`src/rtl/multicycle_control.sv`:
```
// Multicycle RISC-style main control FSM.
// Optional MULTICYCLE_CONTROL_INSTR_COUNT_EN adds a retired-instruction counter.
module multicycle_control (
  input  logic       clk,
  input  logic       rst_n,
  input  logic [5:0] Opcode,
  input  logic       MemReady,
  output logic [2:0] UnitControlRequest,
  output logic       ALUSrcA,
  output logic [1:0] ALUSrcB,
  output logic       PCWrite,
  output logic       PCWriteCond,
  output logic [1:0] PCSource,
  output logic       IRWrite,
  output logic       MemRead,
  output logic       MemWrite,
  output logic       IorD,
  output logic       RegWrite,
  output logic [1:0] WbSel,
  output logic [3:0] State,
  output logic       IllegalOp
`ifdef MULTICYCLE_CONTROL_INSTR_COUNT_EN
  ,
  output logic [31:0] InstrCount
`endif
);

  typedef enum logic [3:0] {
    FETCH    = 4'd0,
    DECODE   = 4'd1,
    MEM_ADDR = 4'd2,
    MEM_RD   = 4'd3,
    MEM_WB   = 4'd4,
    MEM_WR   = 4'd5,
    EXEC_R   = 4'd6,
    R_WB     = 4'd7,
    BRANCH   = 4'd8,
    JUMP     = 4'd9,
    EXEC_I   = 4'd10,
    I_WB     = 4'd11
  } state_t;

  localparam logic [5:0] OP_R    = 6'b000000;
  localparam logic [5:0] OP_LW   = 6'b100011;
  localparam logic [5:0] OP_SW   = 6'b101011;
  localparam logic [5:0] OP_BEQ  = 6'b000100;
  localparam logic [5:0] OP_J    = 6'b000010;
  localparam logic [5:0] OP_ADDI = 6'b001000;

  state_t state;
  state_t nxt;
  logic   illegal_d;

  assign State = state;

  // State and illegal-opcode pulse registers
  always_ff @(posedge clk or negedge rst_n) begin
    if (!rst_n) begin
      state     <= FETCH;
      IllegalOp <= 1'b0;
    end else begin
      state     <= nxt;
      IllegalOp <= illegal_d;
    end
  end

  // Next state and Moore outputs; everything held low while in reset
  always_comb begin
    nxt                = state;
    illegal_d          = 1'b0;
    UnitControlRequest = 3'b000;
    ALUSrcA            = 1'b0;
    ALUSrcB            = 2'b00;
    PCWrite            = 1'b0;
    PCWriteCond        = 1'b0;
    PCSource           = 2'b00;
    IRWrite            = 1'b0;
    MemRead            = 1'b0;
    MemWrite           = 1'b0;
    IorD               = 1'b0;
    RegWrite           = 1'b0;
    WbSel              = 2'b00;
    if (rst_n) begin
      unique case (state)
        FETCH: begin
          MemRead            = 1'b1;
          ALUSrcB            = 2'b01;
          UnitControlRequest = 3'b001;
          IRWrite            = MemReady;
          PCWrite            = MemReady;
          if (MemReady) nxt = DECODE;
        end
        DECODE: begin
          ALUSrcB            = 2'b11;
          UnitControlRequest = 3'b001;
          unique case (1'b1)
            (Opcode == OP_R):    nxt = EXEC_R;
            (Opcode == OP_LW),
            (Opcode == OP_SW):   nxt = MEM_ADDR;
            (Opcode == OP_BEQ):  nxt = BRANCH;
            (Opcode == OP_J):    nxt = JUMP;
            (Opcode == OP_ADDI): nxt = EXEC_I;
            default: begin
              nxt       = FETCH;
              illegal_d = 1'b1;
            end
          endcase
        end
        MEM_ADDR: begin
          ALUSrcA            = 1'b1;
          ALUSrcB            = 2'b10;
          UnitControlRequest = 3'b001;
          if (Opcode == OP_LW)      nxt = MEM_RD;
          else if (Opcode == OP_SW) nxt = MEM_WR;
          else                      nxt = FETCH;
        end
        MEM_RD: begin
          MemRead = 1'b1;
          IorD    = 1'b1;
          if (MemReady) nxt = MEM_WB;
        end
        MEM_WB: begin
          RegWrite = 1'b1;
          WbSel    = 2'b01;
          nxt      = FETCH;
        end
        MEM_WR: begin
          MemWrite = 1'b1;
          IorD     = 1'b1;
          if (MemReady) nxt = FETCH;
        end
        EXEC_R: begin
          ALUSrcA = 1'b1;
          nxt     = R_WB;
        end
        R_WB: begin
          RegWrite = 1'b1;
          nxt      = FETCH;
        end
        BRANCH: begin
          ALUSrcA            = 1'b1;
          UnitControlRequest = 3'b010;
          PCWriteCond        = 1'b1;
          PCSource           = 2'b01;
          nxt                = FETCH;
        end
        JUMP: begin
          PCWrite  = 1'b1;
          PCSource = 2'b10;
          nxt      = FETCH;
        end
        EXEC_I: begin
          ALUSrcA            = 1'b1;
          ALUSrcB            = 2'b10;
          UnitControlRequest = 3'b001;
          nxt                = I_WB;
        end
        I_WB: begin
          RegWrite = 1'b1;
          WbSel    = 2'b10;
          nxt      = FETCH;
        end
        default: nxt = FETCH;
      endcase
    end
  end

`ifdef MULTICYCLE_CONTROL_INSTR_COUNT_EN
  logic [31:0] instr_count;
  logic        retire;

  assign InstrCount = instr_count;

  // An instruction retires when a final state hands back to FETCH
  always_comb begin
    retire = 1'b0;
    if (rst_n && nxt == FETCH) begin
      unique case (state)
        R_WB, MEM_WB, MEM_WR,
        I_WB, BRANCH, JUMP: retire = 1'b1;
        default:            retire = 1'b0;
      endcase
    end
  end

  // Retired-instruction counter, wraps naturally
  always_ff @(posedge clk or negedge rst_n) begin
    if (!rst_n)      instr_count <= 32'd0;
    else if (retire) instr_count <= instr_count + 32'd1;
  end
`endif

endmodule

```
`config.mk`:
```
export PLATFORM = sky130hd
export DESIGN_NAME = multicycle_control
export DESIGN_NICKNAME = d
export VERILOG_FILES = /design/src/rtl/multicycle_control.sv
export SDC_FILE = /design/constraint.sdc
export NUM_CORES = 1
export LEC_CHECK = 0
export ABC_CLOCK_PERIOD_IN_PS = 3850
export BUFFER_PORTS_ARGS = -buffer_cell sky130_fd_sc_hd__buf_2
export CAP_MARGIN = 20
export CORE_UTILIZATION = 40
export CTS_CLUSTER_DIAMETER = 50
export DETAILED_ROUTE_END_ITERATION = 12
export PLACE_DENSITY = 0.7
export SLEW_MARGIN = 20
export SYNTH_ARGS = -nofsm -noshare
export SYNTH_HDL_FRONTEND = slang
export SYNTH_SLANG_ARGS = --single-unit
export TNS_END_PERCENT = 30
```
`constraint.sdc`:
```
create_clock -name clk -period 3.85 [get_ports clk]
set_input_delay 0 -clock clk [delete_from_list [all_inputs] [get_ports clk]]
set_output_delay 0 -clock clk [all_outputs]
set_load 0.005 [all_outputs]
```
==> impl_metrics.py, run 1 <==
metrics = {
    "status": {
        "status": "complete, but fails checks",
        "violations": "DRC",
    },
    "setup_path": {
        "critPathMaxFanout": 16,
        "end_kind": "output port",
        "worstPathRequired_ps": 3850,
        "crit_type": "reg -> out",
        "cp_slowest_cell": "dfrtp_1",
        "start_kind": "flop",
        "cp_cell_sequence": "nor2_1, and4_1, or2_1, buf_2",
        "cpPeakStageDelay_ps": 660,
        "worstPathArrival_ps": 1790,
    },
    "floorplan": {
        "io_pins": 31,
        "die_w_um": 42.2,
        "initial_core_util_pct": 42.9,
        "core_area_um2": 1510,
        "rows": 14,
        "die_area_um2": 1780,
        "die_y_um": 42.2,
    },
    "global_route": {
        "grt-ovfl-total": 0,
        "antenna_found_initial": 0,
        "grt_pass1_wl_mm": 2.76,
        "grtUsageTotal_pct": 19.9,
        "grt_max_degree": 17,
        "grt_pass1_vias": 615,
    },
    "place": {
        "gp_congestion": 0.824,
        "dp_hpwl_mm": 1.22,
        "post_dp_cell_area_um2": 758,
        "dp_worst_setup_slack_ps": 2120,
        "port_buffers": 29,
    },
    "sta": {
        "finalHoldViolCount": 0,
        "rsz0062_at_grt": "false",
        "max_freq_ghz": 0.558,
        "finalCritPeriodShare_pct": 46.5,
        "fin_hold_ws_ps": 123,
        "setup-violations-final": 0,
        "min_period_ps": 1790,
        "skew_ps": 2.13,
        "maxSlewHeadroom_pct": 64.6,
        "drv_slew": 0,
        "setup_slack_ps": 2060,
        "setup_tns_ps": 0,
        "worst_slew_pin_slew_ps": 529,
    },
    "clock_network": {
        "cts-resized-gates": 0,
        "path_clk_slew_ps": 40,
        "cts_buffers": 3,
        "cts_tree": "done",
        "htreeDepth": 1,
        "clock_path_buffers": 2,
        "clkSinkCount": 5,
        "insertion_delay_ps": 240,
        "cts_root_buffer": "clkbuf_4",
    },
    "cells_and_area": {
        "num-fill-cells": 146,
        "multi_input_comb_area_um2": 453,
        "drive_gt1_share_pct": 34.6,
        "finalInstanceArea_um2": 795,
        "area_delta_synth_final_pct": 22.8,
        "nNetsFinal": 117,
        "regArea_um2": 125,
        "diodes": 0,
    },
    "yosys": {
        "yosys.area.top_type": "dfrtp_1",
        "ys_seq_elements": 5,
        "postSynthAreaPerCell_um2": 7.89,
        "syn-instance-count": 82,
        "synth-main-ff-cell": "dfrtp_1",
        "yosysWarningCount": 0,
        "ys_seq_area_share_pct": 19.3,
        "ys_types": 39,
        "synth_area_um2": 647,
        "synth_edf_count": 0,
        "synth_fp_nets": 91,
        "yosysTopAreaCellShare_pct": 19.3,
        "synthArstFlopShare_pct": 100,
        "synthTopCellsByArea": "dfrtp_1 (19%), nor2_1 (5.2%), o32ai_2 (5.0%), a221oi_4 (4.1%), nor3_1 (3.9%)",
    },
    "detailed_routing": {
        "wl_per_cell_um": 13.4,
        "drc": 1,
        "antenna_left": 0,
        "dr_total_vias": 750,
        "via_per_inst": 6.10,
        "drtIter0Drc": 26,
        "firstDrtPassIters": 8,
        "wl_mm": 1.65,
    },
    "run": {
        "cap_violations": 0,
    },
    "power": {
        "vdd_drop_max_uv": 212,
        "cellPowerDensity_nw_per_um2": 407,
        "p_leak_uw": 0.000380,
    },
    "hold_path": {
        "hp-class": "in -> reg",
    },
}
worst paths after layout:
path / startpoint / endpoint / slack, ps / cells past startpoint
max: State[2] / PCWrite / 2060 / 4
min: Opcode[2] / IllegalOp / 120 / 3
max reg2reg: State[2] / State[3] / 2080 / 4
min reg2reg: State[0] / State[0] / 780 / 2
max in group asynchronous: rst_n / IllegalOp / 3480 / 2
min in group asynchronous: rst_n / State[1] / 170 / 2
synthesized netlist by cell type, types with 2 or more instances:
cell,instances
a21oi_1,4
and3_1,3
and4_1,2
buf_4,3
clkbuf_1,4
dfrtp_1,5
inv_1,4
nand2_1,4
nand3_1,2
nor2_1,9
nor2b_1,2
nor3_1,5
nor4b_1,2
o2111a_1,2
o22ai_1,2
o31ai_1,3
o32ai_2,2
xnor2_1,2
xor2_1,2
repair_timing:
action,4_1_cts,5_1_grt
hold endpoints to repair,5,0
hold buffers,1,0
buffers inserted,0,0
registers in the layout, indices dropped and copies added, names as in the netlist:
signal / count
State: 4
IllegalOp: 1
final cells by class:
cell class | count | share of cell area, %
clock buffers | 4 | 3.31
inverters | 4 | 1.89
multi-input cells | 64 | 57.0
flip-flops and latches | 5 | 15.7
well taps | 16 | 2.52
repair buffers | 30 | 19.5
worst max-delay path, delay by kind of cell, from the launching register on:
family	cells	cell delay (ps)
flops	1	660
simple gates	3	760
buf+inv	1	120
layer usage:
layer	global-route usage [%]	vias up	wire [um]
met3	7.76	6	144
met5	0	-	0
met1	23.4	341	671
li1	-	361	-
met2	32.0	42	799
met4	8.13	0	33
through the flow:
stage,total power [uW],std cells,util [%]
after floorplan,210,82,-
final,323,123,52.7
after CTS,324,123,52.7
after global routing,349,123,52.7
after detailed placement,260,118,50.3
after global placement,258,118,50.3
cells in the final DEF, fill, tap and decap left out:
| cell | instances |
|---|---|
| o22ai_1 | 2 |
| nand4b_1 | 1 |
| and3b_1 | 1 |
| nor3b_1 | 1 |
| nor4b_1 | 2 |
| o22a_1 | 1 |
| nand2b_1 | 1 |
| clkbuf_1 | 1 |
| nand2_1 | 4 |
| a211oi_1 | 1 |
| nor3_1 | 5 |
| or2_1 | 1 |
| conb_1 | 1 |
| and2_1 | 1 |
| nor2_1 | 9 |
| and3_1 | 3 |
| nor4_1 | 1 |
| a21oi_1 | 4 |
| and4_1 | 2 |
| o32ai_2 | 2 |
| xnor2_1 | 2 |
| o21ai_2 | 1 |
| o31ai_1 | 3 |
| nor4b_2 | 1 |
| dlygate4sd3_1 | 1 |
| inv_1 | 4 |
| o211ai_1 | 1 |
| a31oi_1 | 1 |
| clkbuf_4 | 3 |
| nand3_1 | 2 |
| xor2_1 | 2 |
| a2111oi_0 | 1 |
| o21ai_0 | 1 |
| dfrtp_1 | 5 |
| buf_2 | 29 |
| a221oi_4 | 1 |
| nor2b_1 | 2 |
| and4b_1 | 1 |
| o2111a_1 | 2 |
power by group:
part / internal [uW] / switching (uW) / leakage, uW
Sequential: 63.6 / 34.8 / 0.0000659
Combinational: 79.3 / 84.6 / 0.000300
Clock: 39.2 / 22.0 / 0.0000150
Total: 182 / 141 / 0.000380
kinds of logic after synthesis:
kind of cell              count (synthesis)  synth area share (%)
buffers and inverters                    13                  10.6
AOI/OAI and AO/OA                        21                  29.2
and+or+nand+nor                          38                  34.8
DFF                                       5                  19.3
other                                     1                 0.580
xor gates and xnor gates                  4                  5.42
No activity file was read; power rests on OpenSTA's default activity.
==> run 2: changes to the inputs <==
ABC_CLOCK_PERIOD_IN_PS = 1400   (was 3850)
PLACE_DENSITY = 0.72   (was 0.7)
clock period = 1.4 ns   (was 3.85 ns; I/O delays follow)
==> impl_metrics.py, run 2 (synthesized netlist as in run 1, its figures left out) <==
metrics = {
    "status": {
        "status": "complete, but fails checks",
        "violations": "setup timing",
    },
    "sta": {
        "finalHoldViolCount": 0,
        "finalCritPeriodShare_pct": 107,
        "setup-violations-final": 12,
        "fin_hold_ws_ps": 154,
        "rsz0062_at_grt": "true",
        "min_period_ps": 1500,
        "setup_slack_ps": -99.0,
        "skew_ps": 3.19,
        "drv_slew": 0,
        "max_freq_ghz": 0.667,
    },
    "clock_network": {
        "cts_root_buffer": "clkbuf_4",
        "clock_path_buffers": 2,
        "path_clk_slew_ps": 40,
        "cts_buffers": 3,
        "clkSinkCount": 5,
        "insertion_delay_ps": 240,
        "cts_tree": "done",
        "htreeDepth": 1,
    },
    "setup_path": {
        "r2r_slack_ps": -90,
        "r2r-end": "State[2]",
        "worstPathArrival_ps": 1500,
        "cp_slowest_cell": "dfrtp_2",
        "end_kind": "output port",
        "critPathMaxFanout": 5,
        "r2r_cells": 4,
        "cp_cell_sequence": "buf_6, buf_4, buf_4, a2111oi_4, buf_2",
        "cp.depth": 5,
        "cp_common_cell": "buf_4",
        "crit_family": "buffers and inverters",
        "worstPathRequired_ps": 1400,
        "path_buf_inv": 4,
        "rr_startpoint": "State[0]",
        "cpPeakStageDelay_ps": 470,
        "crit_path_start": "State[0]",
        "start_kind": "flop",
        "cp-endpoint": "ALUSrcA",
        "crit_type": "reg -> out",
    },
    "global_route": {
        "grtUsageTotal_pct": 27.3,
        "antenna_found_initial": 0,
        "grt_pass1_wl_mm": 3.75,
        "grt-ovfl-total": 0,
        "grt_max_degree": 13,
        "grt_pass1_vias": 826,
    },
    "cells_and_area": {
        "drive_gt1_share_pct": 61.7,
        "largest_reg_flops": 4,
        "final_cells": 149,
        "area_delta_synth_final_pct": 76.2,
        "num-fill-cells": 104,
        "diodes": 0,
        "layout_commonest_cell": "buf_2",
        "nNetsFinal": 143,
        "finalInstanceArea_um2": 1140,
        "final_core_util_pct": 75.7,
        "mostFrequentLayoutCells": "buf_2 (29), buf_4 (19), nor2_1 (7), buf_6 (7)",
    },
    "floorplan": {
        "die_area_um2": 1780,
        "initial_core_util_pct": 42.9,
        "io_pins": 31,
        "core_area_um2": 1510,
        "die_y_um": 42.2,
        "rows": 14,
        "die_w_um": 42.2,
    },
    "hold_path": {
        "hp-class": "in -> reg",
        "min_path_cells": 3,
    },
    "detailed_routing": {
        "wl_per_cell_um": 15.7,
        "via_per_inst": 5.73,
        "antenna_left": 0,
        "dr_total_vias": 854,
        "drc": 0,
        "drtIter0Drc": 27,
        "wl_mm": 2.34,
        "firstDrtPassIters": 4,
    },
    "place": {
        "post_dp_cell_area_um2": 890,
        "place_inst": 133,
        "gp_congestion": 0.879,
        "dp_hpwl_mm": 1.39,
        "port_buffers": 29,
    },
    "power": {
        "seqPwrFrac_pct": 16.2,
        "clkPwrFrac_pct": 11.3,
        "swShare_pct": 39.9,
        "cellPowerDensity_nw_per_um2": 1290,
        "power.internal_uw": 881,
        "switching_power_uw": 585,
        "p_leak_uw": 0.000544,
        "power.total_uw": 1470,
        "vdd_drop_max_uv": 690,
        "p_comb_share_pct": 72.5,
    },
    "run": {
        "cap_violations": 0,
    },
}
==> run 2: tightest hold or removal path, cell delays in order <==
cell and delay [ps]:
buf_2 140, nor2_1 140, nor4b_2 60
==> run 2: per-stage QoR <==
stage	TNS (ps)	setup slack, ps
floorplan	-32.4	-16.3
global placement	-113	-53.7
detailed placement	-114	-41.4
CTS	-192	-22.2
global route	-1250	-137
finish	-470	-99.0
==> run 2: cell type report <==
type	count	area, um^2	area share [%]
multi-input cells	64	572	50.2
repair buffers	56	377	33.0
flip-flops and latches	5	130	11.4
clock buffers	4	26.3	2.31
well taps	16	20.0	1.76
inverters	4	15.0	1.32
==> run 2: worst min-delay path by stage <==
| stage | start | endpoint | slack (ps) |
|---|---|---|---|
| after global routing | Opcode[2] | IllegalOp | 180 |
| after CTS | Opcode[2] | IllegalOp | 120 |
| after global placement | rst_n | State[0] | -70 |
| after detailed placement | rst_n | State[0] | -70 |
| final | Opcode[2] | IllegalOp | 150 |
| after floorplan | rst_n | IllegalOp | -300 |
==> run 2: per-layer routing <==
layer  global-route usage [%]  share of wire (%)
met1                     31.7                 37
met2                     51.4                 57
met3                     2.16                3.8
met4                     9.38                2.0
met5                        0                  0
==> run 2: what timing repair did <==
action                                 4_1_cts  5_1_grt
hold buffers                                 1        0
pin swaps                                    6        2
endpoints found under the hold margin        5        0
setup endpoints to repair                   21       14
resized for setup                           28        5
setup buffers                                9        2
==> run 2: power groups by stage <==
stage               clock [uW]  sequential [uW]  combinational, uW
finish                     166              237               1060
global route               176              244               1130
CTS                        175              234                964
detailed placement           0              235                689
global placement             0              232                678
floorplan                    0              223                401
==> run 3: changes to the inputs <==
--- a/constraint.sdc
+++ b/constraint.sdc
@@ -3,2 +3,2 @@
 set_output_delay 0 -clock clk [all_outputs]
-set_load 0.005 [all_outputs]
+set_load 0.05 [all_outputs]
==> impl_metrics.py, run 3 (synthesized netlist as in run 1, its figures left out) <==
metrics = {
    "clock_network": {
        "clkSinkCount": 5,
        "cts_root_buffer": "clkbuf_4",
        "htreeDepth": 1,
        "cts_tree": "done",
        "clock_path_buffers": 2,
        "cts_buffers": 3,
        "path_clk_slew_ps": 50,
        "insertion_delay_ps": 250,
    },
    "place": {
        "port_buffers": 29,
        "post_dp_cell_area_um2": 982,
        "dp_worst_setup_slack_ps": -55.0,
        "gp_congestion": 0.850,
        "dp_hpwl_mm": 1.52,
    },
    "sta": {
        "drv_slew": 0,
        "finalCritPeriodShare_pct": 110,
        "finalHoldViolCount": 0,
        "max_freq_ghz": 0.647,
        "setup_slack_ps": -146,
        "setup_tns_ps": -1120,
        "min_period_ps": 1550,
        "maxSlewHeadroom_pct": 66.1,
        "worst_slew_pin_slew_ps": 509,
        "skew_ps": 4.10,
        "rsz0062_at_grt": "true",
        "setup-violations-final": 14,
    },
    "global_route": {
        "grtUsageTotal_pct": 28.2,
        "grt_max_degree": 10,
        "grt_pass1_vias": 813,
        "grt_use_met1_pct": 32.3,
        "use_met3_pct": 6.47,
        "antenna_found_initial": 0,
        "grt_pass1_wl_mm": 3.73,
        "grt-ovfl-total": 0,
        "busiest_layer": "met2",
        "met2_usage_pct": 45.5,
    },
    "cells_and_area": {
        "mostFrequentLayoutCells": "buf_6 (20), buf_4 (19), buf_2 (14)",
        "largest_reg_flops": 4,
        "nNetsFinal": 143,
        "num-fill-cells": 94,
        "area_delta_synth_final_pct": 94.4,
        "finalInstanceArea_um2": 1260,
        "diodes": 0,
        "layout_commonest_cell": "buf_6",
        "drive_gt1_share_pct": 63.2,
    },
    "power": {
        "p_leak_uw": 0.000555,
        "vdd_drop_max_uv": 930,
        "cellPowerDensity_nw_per_um2": 1380,
        "power.total_uw": 1730,
    },
    "detailed_routing": {
        "drc": 0,
        "antenna_left": 0,
        "drtIter0Drc": 57,
        "firstDrtPassIters": 4,
        "wl_mm": 2.63,
        "via_per_inst": 6.05,
        "wl_per_cell_um": 17.6,
        "dr_total_vias": 902,
    },
    "setup_path": {
        "path_buf_inv": 0,
        "worstPathArrival_ps": 1690,
        "end_kind": "flop",
        "r2r_slack_ps": -150,
        "crit_type": "reg -> reg",
        "crit_family": "compound AO/OA/AOI/OAI gates",
        "worstPathRequired_ps": 1550,
        "cpPeakStageDelay_ps": 490,
        "cp_cell_sequence": "xnor2_1, a221oi_4, o21ai_2, o32ai_2",
        "critPathMaxFanout": 8,
        "start_kind": "flop",
        "cp_slowest_cell": "dfrtp_2",
    },
    "floorplan": {
        "io_pins": 31,
        "die_y_um": 42.2,
        "rows": 14,
        "die_w_um": 42.2,
        "die_area_um2": 1780,
        "initial_core_util_pct": 42.9,
        "core_area_um2": 1510,
    },
    "hold_path": {
        "hp-class": "in -> reg",
    },
    "status": {
        "violations": "setup timing",
        "status": "complete, but fails checks",
    },
    "run": {
        "cap_violations": 0,
    },
}
## run 3: layout make-up
type / count / area [um^2] / share of cell area, %
clock buffer: 4 / 26.3 / 2.09
inverter: 4 / 17.5 / 1.39
multi-input combinational: 64 / 581 / 46.2
sequential: 5 / 130 / 10.3
tap: 16 / 20.0 / 1.59
timing repair buffer: 56 / 483 / 38.4
## run 3: path summary, 6_finish.rpt
path	startpoint	cells past startpoint	endpoint
min in group asynchronous	rst_n	3	State[3]
worst max-delay path	State[2]	4	State[2]
max in group asynchronous	rst_n	3	State[1]
worst max register to register	State[2]	4	State[2]
worst min register to register	State[0]	2	State[0]
worst min-delay path	rst_n	3	State[3]
## run 3: per-layer routing
layer / wire, um / up-vias
met4: 159 / 0
met2: 1290 / 61
met3: 216 / 21
li1: - / 404
met1: 959 / 416
met5: 0 / -
## run 3: repair_timing
action,4_1_cts,5_1_grt
pin swaps,1,5
resized for setup,31,18
hold buffers,1,0
setup endpoints to repair,19,21
setup buffers,7,4
endpoints found under the hold margin,5,0
## run 3: power by group
part / internal, uW / leakage, uW / total [uW] / switching, uW
registers: 181 / 0.0000601 / 255 / 73.7
clock network: 108 / 0.0000150 / 171 / 63.0
logic: 561 / 0.000480 / 1300 / 743
## run 3: tightest hold or removal path: stages
cell and delay [ps]:
buf_2 90, buf_4 170, o32ai_2 80
## run 3: stage by stage
stage          cells  hold slack, ps  utilization [%]
2_1_floorplan     82            -296                -
3_3_place_gp     133           -58.5             65.2
3_5_place_dp     133           -58.1             65.2
4_1_cts          145             105             77.2
5_1_grt          149             148             83.5
6_report         149             141             83.5
